File: config.mk
export PLATFORM = sky130hd
export DESIGN_NAME = spi_reg_bank
export DESIGN_NICKNAME = d
export VERILOG_FILES = /design/src/rtl/spi_reg_bank.sv
export SDC_FILE = /design/constraint.sdc
export NUM_CORES = 1
export LEC_CHECK = 0
export CORE_ASPECT_RATIO = 1.1
export CORE_UTILIZATION = 53
export DETAILED_ROUTE_END_ITERATION = 8
export PLACE_DENSITY = 0.83
export SLEW_MARGIN = 0
export SYNTH_ARGS = -nofsm -noshare
export SYNTH_HDL_FRONTEND = slang
export SYNTH_SLANG_ARGS = --single-unit
File: constraint.sdc
create_clock -name clk -period 3.85 [get_ports clk]
set_clock_uncertainty 0.05 [all_clocks]
set_input_delay 1.155 -clock clk [delete_from_list [all_inputs] [get_ports clk]]
set_output_delay 1.155 -clock clk [all_outputs]
set_load 0.03 [all_outputs]
File: src/rtl/spi_reg_bank.sv
// Register bank behind the SPI register-access slave.
// Holds a read-only ID, a control register (LOCK / ERR_CLR), a W1C interrupt
// status register with its mask, and general config registers that are
// exported to the user design. It also produces the status byte that the
// SPI slave shifts out at the start of each frame.
module spi_reg_bank #(
  parameter int          ADDR_W   = 3,
  parameter int          REG_W    = 8,
  parameter logic [7:0]  ID_VALUE = 8'hA5
) (
  input  logic                                  clk,
  input  logic                                  rst,
  input  logic                                  ena,
  input  logic [ADDR_W-1:0]                     reg_addr,
  input  logic [REG_W-1:0]                      reg_wdata,
  input  logic                                  reg_wdata_dv,
  output logic [REG_W-1:0]                      reg_rdata,
  output logic [7:0]                            status,
  input  logic [REG_W-1:0]                      irq_in,
  output logic                                  irq_o,
  output logic [((2**ADDR_W)-4)*REG_W-1:0]      cfg_o
);

  localparam int NUM_REGS = 2 ** ADDR_W;
  localparam int NUM_CFG  = NUM_REGS - 4;

  localparam logic [REG_W-1:0]  ID_REG      = REG_W'(ID_VALUE);
  localparam logic [REG_W-1:0]  ERR_CLR_BIT = REG_W'(2);

  localparam logic [ADDR_W-1:0] ADDR_ID     = ADDR_W'(0);
  localparam logic [ADDR_W-1:0] ADDR_CTRL   = ADDR_W'(1);
  localparam logic [ADDR_W-1:0] ADDR_IRQ_ST = ADDR_W'(2);
  localparam logic [ADDR_W-1:0] ADDR_IRQ_MK = ADDR_W'(3);
  localparam logic [ADDR_W-1:0] ADDR_CFG0   = ADDR_W'(4);

  // Register state
  logic [REG_W-1:0]         ctrl_q;
  logic [REG_W-1:0]         irq_status_q;
  logic [REG_W-1:0]         irq_mask_q;
  logic [NUM_CFG*REG_W-1:0] cfg_q;
  logic                     err_q;
  logic [4:0]               wr_cnt_q;
  logic                     irq_q;

  // Write decode results
  logic                     lock;
  logic                     wr_fire;
  logic                     is_cfg;
  logic                     wr_accept;
  logic                     wr_reject;
  logic                     ctrl_we;
  logic                     mask_we;
  logic [REG_W-1:0]         w1c_mask;
  logic [NUM_CFG-1:0]       cfg_we;

  assign lock = ctrl_q[0];

  // Classify the strobe: CTRL/IRQ regs always accept, CFG only while unlocked,
  // ID never. One write per cycle, so at most one register enable is active.
  always_comb begin
    wr_fire   = ena & reg_wdata_dv;
    is_cfg    = (reg_addr >= ADDR_CFG0);
    wr_accept = 1'b0;
    wr_reject = 1'b0;
    ctrl_we   = 1'b0;
    mask_we   = 1'b0;
    w1c_mask  = '0;
    cfg_we    = '0;
    if (wr_fire) begin
      if (reg_addr == ADDR_ID) begin
        wr_reject = 1'b1;
      end else if (reg_addr == ADDR_CTRL) begin
        wr_accept = 1'b1;
        ctrl_we   = 1'b1;
      end else if (reg_addr == ADDR_IRQ_ST) begin
        wr_accept = 1'b1;
        w1c_mask  = reg_wdata;
      end else if (reg_addr == ADDR_IRQ_MK) begin
        wr_accept = 1'b1;
        mask_we   = 1'b1;
      end else if (is_cfg && lock) begin
        wr_reject = 1'b1;
      end else begin
        wr_accept = 1'b1;
        for (int k = 0; k < NUM_CFG; k++) begin
          if (reg_addr == ADDR_W'(k + 4)) begin
            cfg_we[k] = 1'b1;
          end
        end
      end
    end
  end

  // Register updates; ERR_CLR is never stored so CTRL bit 1 always reads 0.
  // IRQ events take priority over a simultaneous W1C clear of the same bit.
  always_ff @(posedge clk) begin
    if (rst) begin
      ctrl_q       <= '0;
      irq_status_q <= '0;
      irq_mask_q   <= '0;
      cfg_q        <= '0;
      err_q        <= 1'b0;
      wr_cnt_q     <= '0;
      irq_q        <= 1'b0;
    end else if (ena) begin
      irq_status_q <= (irq_status_q & ~w1c_mask) | irq_in;
      irq_q        <= |(irq_status_q & irq_mask_q);
      if (ctrl_we) begin
        ctrl_q <= reg_wdata & ~ERR_CLR_BIT;
      end
      if (mask_we) begin
        irq_mask_q <= reg_wdata;
      end
      for (int k = 0; k < NUM_CFG; k++) begin
        if (cfg_we[k]) begin
          cfg_q[k*REG_W +: REG_W] <= reg_wdata;
        end
      end
      if (wr_reject) begin
        err_q <= 1'b1;
      end else if (ctrl_we && reg_wdata[1]) begin
        err_q <= 1'b0;
      end
      if (wr_accept) begin
        wr_cnt_q <= wr_cnt_q + 5'd1;
      end
    end
  end

  // Read mux straight off the current register state; reads have no side effects.
  always_comb begin
    reg_rdata = '0;
    if (reg_addr == ADDR_ID) begin
      reg_rdata = ID_REG;
    end else if (reg_addr == ADDR_CTRL) begin
      reg_rdata = ctrl_q;
    end else if (reg_addr == ADDR_IRQ_ST) begin
      reg_rdata = irq_status_q;
    end else if (reg_addr == ADDR_IRQ_MK) begin
      reg_rdata = irq_mask_q;
    end else begin
      for (int k = 0; k < NUM_CFG; k++) begin
        if (reg_addr == ADDR_W'(k + 4)) begin
          reg_rdata = cfg_q[k*REG_W +: REG_W];
        end
      end
    end
  end

  assign status = {irq_q, lock, err_q, wr_cnt_q};
  assign irq_o  = irq_q;
  assign cfg_o  = cfg_q;

endmodule
Yosys cells after proc, flatten, opt, wreduce, memory -nomap -nowiden
Index checks and enable logic that the tools add are counted.

storage, ports and cells
  register bits after elaboration = 62
  bits in latches = 0
  memory bits (writable) = 0
  ROM bits = 0
  input port bits = 23
  output and inout port bits = 49
  logic and storage cells = 81
  memories = 0

cells by class
  $add $sub $neg = 1
  $mul = 0
  divide/modulo/power cells = 0
  magnitude comparators = 1
  equality and inequality tests = 7
  shift operators = 0
  muxes and demuxes = 44
  bitwise gates (word level) = 5
  reduce and logical (&&, ||, !) cells = 13

operator list
  kind                   count
  $mux W8                12
  $mux W1                26
  $mux W4                6
  $and A8 B8 Y8          2
  $reduce_and A2 Y1      8
  $eq A3 B3 Y1 const B   4
  $not A8 Y8             1
  $or A8 B8 Y8           1
  $reduce_or A8 Y1       1
  $eq A3 B2 Y1 const B   2
  $add A5 B1 Y5 const B  1
  $eq A3 B1 Y1 const B   1
  $ge A3 B3 Y1 const B   1
  $logic_not A3 Y1       1
  $logic_and A1 B1 Y1    2
  $reduce_bool A2 Y1     1
  $and A1 B1 Y1          1

Depth between registers and ports, before layout
  depth in word-level cells = 10
  mapped depth = 6
  gate-level depth less buffers = 5

Worst setup path after synthesis
OpenSTA, ideal clock, no wires.

  kind = input -> output
  from = in reg_addr[0]
  to = out reg_rdata[3]
  arrival time = 2.632 ns
  required time = 2.645 ns
  path slack = 0.013 ns
  stages = 5
  buffers on the path = 3
  path through = buf_4 > buf_2 > buf_1 > a221oi_1 > a211oi_1

between the ends
  cells in the longest elaborated chain, start to end = 9
  elaborated cells on any way between the ends = 16
  classes of those cells = eq/ne: 7; mux: 8; reduce/logical: 1

RTL lines
  item                  RTL line  RTL
  start, declared       14        input logic [ADDR_W-1:0] reg_addr,
  $eq A3 B3 Y1          143       if (reg_addr == ADDR_W'(k + 4)) begin
  $mux W8 (4 in a row)  143
  $mux W8               139       end else if (reg_addr == ADDR_IRQ_MK) begin
  $mux W8               137       end else if (reg_addr == ADDR_IRQ_ST) begin
  $mux W8               135       end else if (reg_addr == ADDR_CTRL) begin
  $mux W8 *             133       if (reg_addr == ADDR_ID) begin
  end, declared         17        output logic [REG_W-1:0] reg_rdata,

Every way passes the cells marked *; elsewhere a longest branch is shown, timed or not.

Worst setup path after layout
  from = in reg_addr[2]
  to = out reg_rdata[2]

The elaborated chain is that of the path after synthesis.

==> results summary <==
The run finished with clean final reports. The area of the core is 0.00513 mm2. For this block, the initial DRC count from the detailed router was 194.

The aggregate global-route resource usage is 30.2%. The clock passes through at most 2 buffers. For the pin with the worst max-slew slack, the measured transition is 1.12 ns. The final setup violation count came out at 0. The floorplan step set the die height to 79.6 um.

The number of warnings reported in the yosys synthesis log is 0. The quantity of I/O buffers inserted on ports is 71. The detail route stage leaves a number of antenna-violating nets equal to 0. VDD sags by at most 0.000332 V. The tightest min-delay check is of the register to register type. In the final layout, flip-flops and latches occupy 0.00124 mm2. The relative max-transition margin came out at 25.4%. In this run the number of H-tree levels came out at 3. After legalization and detailed placement, the total HPWL measured 5.79 mm. The final hold slack is 0.446 ns.

The tree is rooted in a sky130_fd_sc_hd__clkbuf_8. STA classifies the critical path startpoint as a primary input. Leaving out fill and tap cells, the most frequent cells in the layout are sky130_fd_sc_hd__dfxtp_1 (62), sky130_fd_sc_hd__clkdlybuf4s50_1 (59), sky130_fd_sc_hd__nand2_1 (42). The peak clock frequency supported by timing is 263 MHz. The number of antenna violations at the first check in global routing came out at 0. The detailed router used layers up to and including met4. 72 I/O pins were placed. A synthesized cell averages 8.58 um2. The count of TritonRoute iterations in the first routing pass came out at 5. The net count of the mapped netlist is 362. Summed over all layers, the global routing overflow is 0. The combined area of all synthesized cells is 0.00290 mm2. The net count of the finished layout is 440. The number of synthesized flops with an enable pin came out at 0. The shortest period the worst path allows came out at 3.81 ns. The commonest register cell after synthesis is sky130_fd_sc_hd__dfxtp_1.

After synthesis, flip-flops and latches occupy 42.8% of the total area. In the finished design, the share of the clock period the worst path needs comes to 98.9%. For this run, asynchronously set or reset flops after synthesis account for 0%. The length of routed wiring on met1 came out at 3.44 mm. Dividing the detail-routed wire length by the instance count gives 17.2 um.

Synthesis inferred 62 register bits. The critical path data arrival time is 2.60 ns. The detailed-route wire length is 8.48 mm. Entering global routing, the biggest net connects 63 pins.

The clock tree from TritonCTS is built. The max-slew violation count was 0. The number of distinct standard cells referenced by the synthesized netlist came out at 45.

The die width came out at 72.5 um. The wire length of the first global-routing pass is 13.0 mm. The number of global-route vias before repair is 2705. The quantity of hold-fixing buffers added after cts came out at 0. The critical path is of the primary input to output port type.

Fill cells in the final layout number 352. The count of vias placed by the detailed router is 2826. The area enclosed by the die boundary came out at 0.00577 mm2. The number of clock sinks came out at 62. The count of max-cap constraint violations is 0. The row count came out at 27. Power spread over the standard cell area amounts to 358 mW/mm2. The library cell used most frequently in the layout, excluding fill and tap cells, is sky130_fd_sc_hd__dfxtp_1. The total leakage power came out at 0.00161 uW. The number of hold violations in the final report is 0. Data on the critical path is required at its endpoint by 2.64 ns.

Cells with a size suffix above 1 make up 15.5% of the layout. Once the floorplan was initialized, standard cells occupied 56.5% of the core. The highest fanout seen on the critical path is 4.

The via count normalized by instance count is 5.74. The area added between synthesis and finish is 36.9%. The synthesized instance count came out at 338. Routability-driven placement finished with a final weighted congestion of 0.896. The number of diodes added for antenna fixing came out at 0. The worst setup path is captured at an output port. The total power is 1420 uW. The area of the multi-input gates came out at 0.00151 mm2.

The total DRC errors in the routed layout is 0. The met2 wirelength from detailed routing is 4.16 mm. The number of clock buffers inserted by TritonCTS is 9. The clock network latency to the later pin of the worst-skew pair came out at 0.35 ns. After clock tree synthesis, the clock-pin slew on the worst setup and hold paths is 0.07 ns. The routed design uses 572 um of met3 wire. Setup repair after global routing left no endpoint under its margin.
[cells in the mapped netlist, drive strengths merged, types with 2 or more instances]
cell / instances / area share, %
clkbuf: 13 / 1.7
o21ai: 39 / 6.7
or3: 4 / 1.0
nor2: 36 / 4.7
buf: 13 / 3.0
a21oi: 36 / 6.2
nand2b: 5 / 1.3
nand3: 2 / 0.35
a211oi: 2 / 0.52
mux2i: 32 / 11
inv: 12 / 1.6
a22oi: 2 / 0.52
mux4: 4 / 3.1
a221oi: 3 / 0.91
and3: 2 / 0.43
dfxtp: 62 / 43
xnor2: 2 / 0.60
nand4: 2 / 0.65
mux2: 4 / 1.6
nor3: 4 / 0.86
nor4: 2 / 0.43
nand2: 43 / 5.7
[area by class of cell]
type,instances,share of cell area (%)
sequential,62,31.3
clock buffer,10,3.47
timing repair buffer,93,22.6
inverter,12,1.14
tap,72,2.27
clock inverter,5,1.26
multi-input combinational,238,37.9
[report_power, final]
group	total (uW)	switching (uW)	internal [uW]
combinational	197	111	85.1
clock	557	249	308
sequential	669	13.0	656
total	1420	374	1050
[flip-flops by register name, summed over array words and instances, names as in the netlist]
signal        cells
err_q             1
irq_o             1
irq_status_q      8
irq_mask_q        8
ctrl_q            7
cfg_o            32
wr_cnt_q          5
[stage by stage]
step	utilization (%)	std cells	worst slack (ns)	area, um2	TNS, ns
after global routing	77.3	492	0.00464	3970	0
after CTS	76.3	491	-0.00547	3920	-0.00547
after global placement	71.6	471	-0.416	3680	-1.86
after detailed placement	71.6	471	-0.468	3680	-2.11
final	77.3	492	0.0441	3970	0
after floorplan	-	338	0.0131	2900	0
[worst max-delay path, cell delays in order]
cell and delay, ns:
sky130_fd_sc_hd__dlygate4sd2_1 0.33, sky130_fd_sc_hd__nand2b_1 0.12, sky130_fd_sc_hd__mux4_2 0.48, sky130_fd_sc_hd__nand2_1 0.08, sky130_fd_sc_hd__o211ai_1 0.09, sky130_fd_sc_hd__clkdlybuf4s15_1 0.35
[metal layers]
| metal | GRT usage, % | vias up |
|---|---|---|
| met5 | 0 | - |
| met4 | 17.5 | 0 |
| met3 | 4.67 | 28 |
| met2 | 51.5 | 155 |
| met1 | 35.6 | 1308 |
| li1 | - | 1335 |
[cell families (layout without fill, tap and decap cells)]
logic type      after synthesis  after routing  share of synthesized area (%)
xor+xnor                      3              3                          0.907
compound gates               91             91                           17.5
buf+inv                      38            120                           6.21
fa+ha+maj                     1              1                          0.432
flops                        62             62                           42.8
simple gates                103            103                           16.4
mux                          40             40                           15.7
[path summary, 6_finish.rpt]
path / startpoint / end / slack (ns) / cells after the start
worst max-delay path: reg_addr[2] / reg_rdata[2] / 0.04 / 6
worst min register to register: err_q / err_q / 0.45 / 2
worst min-delay path: err_q / err_q / 0.45 / 2
worst max register to register: ctrl_q[0] / cfg_o[28] / 1.90 / 5
[what timing repair did]
item	4_1_cts	5_1_grt
gates cloned	0	1
gates resized for setup	13	5
setup buffers	5	0
setup endpoints to repair	8	7
pin swaps	0	1
Power figures use the tool's default switching activity.
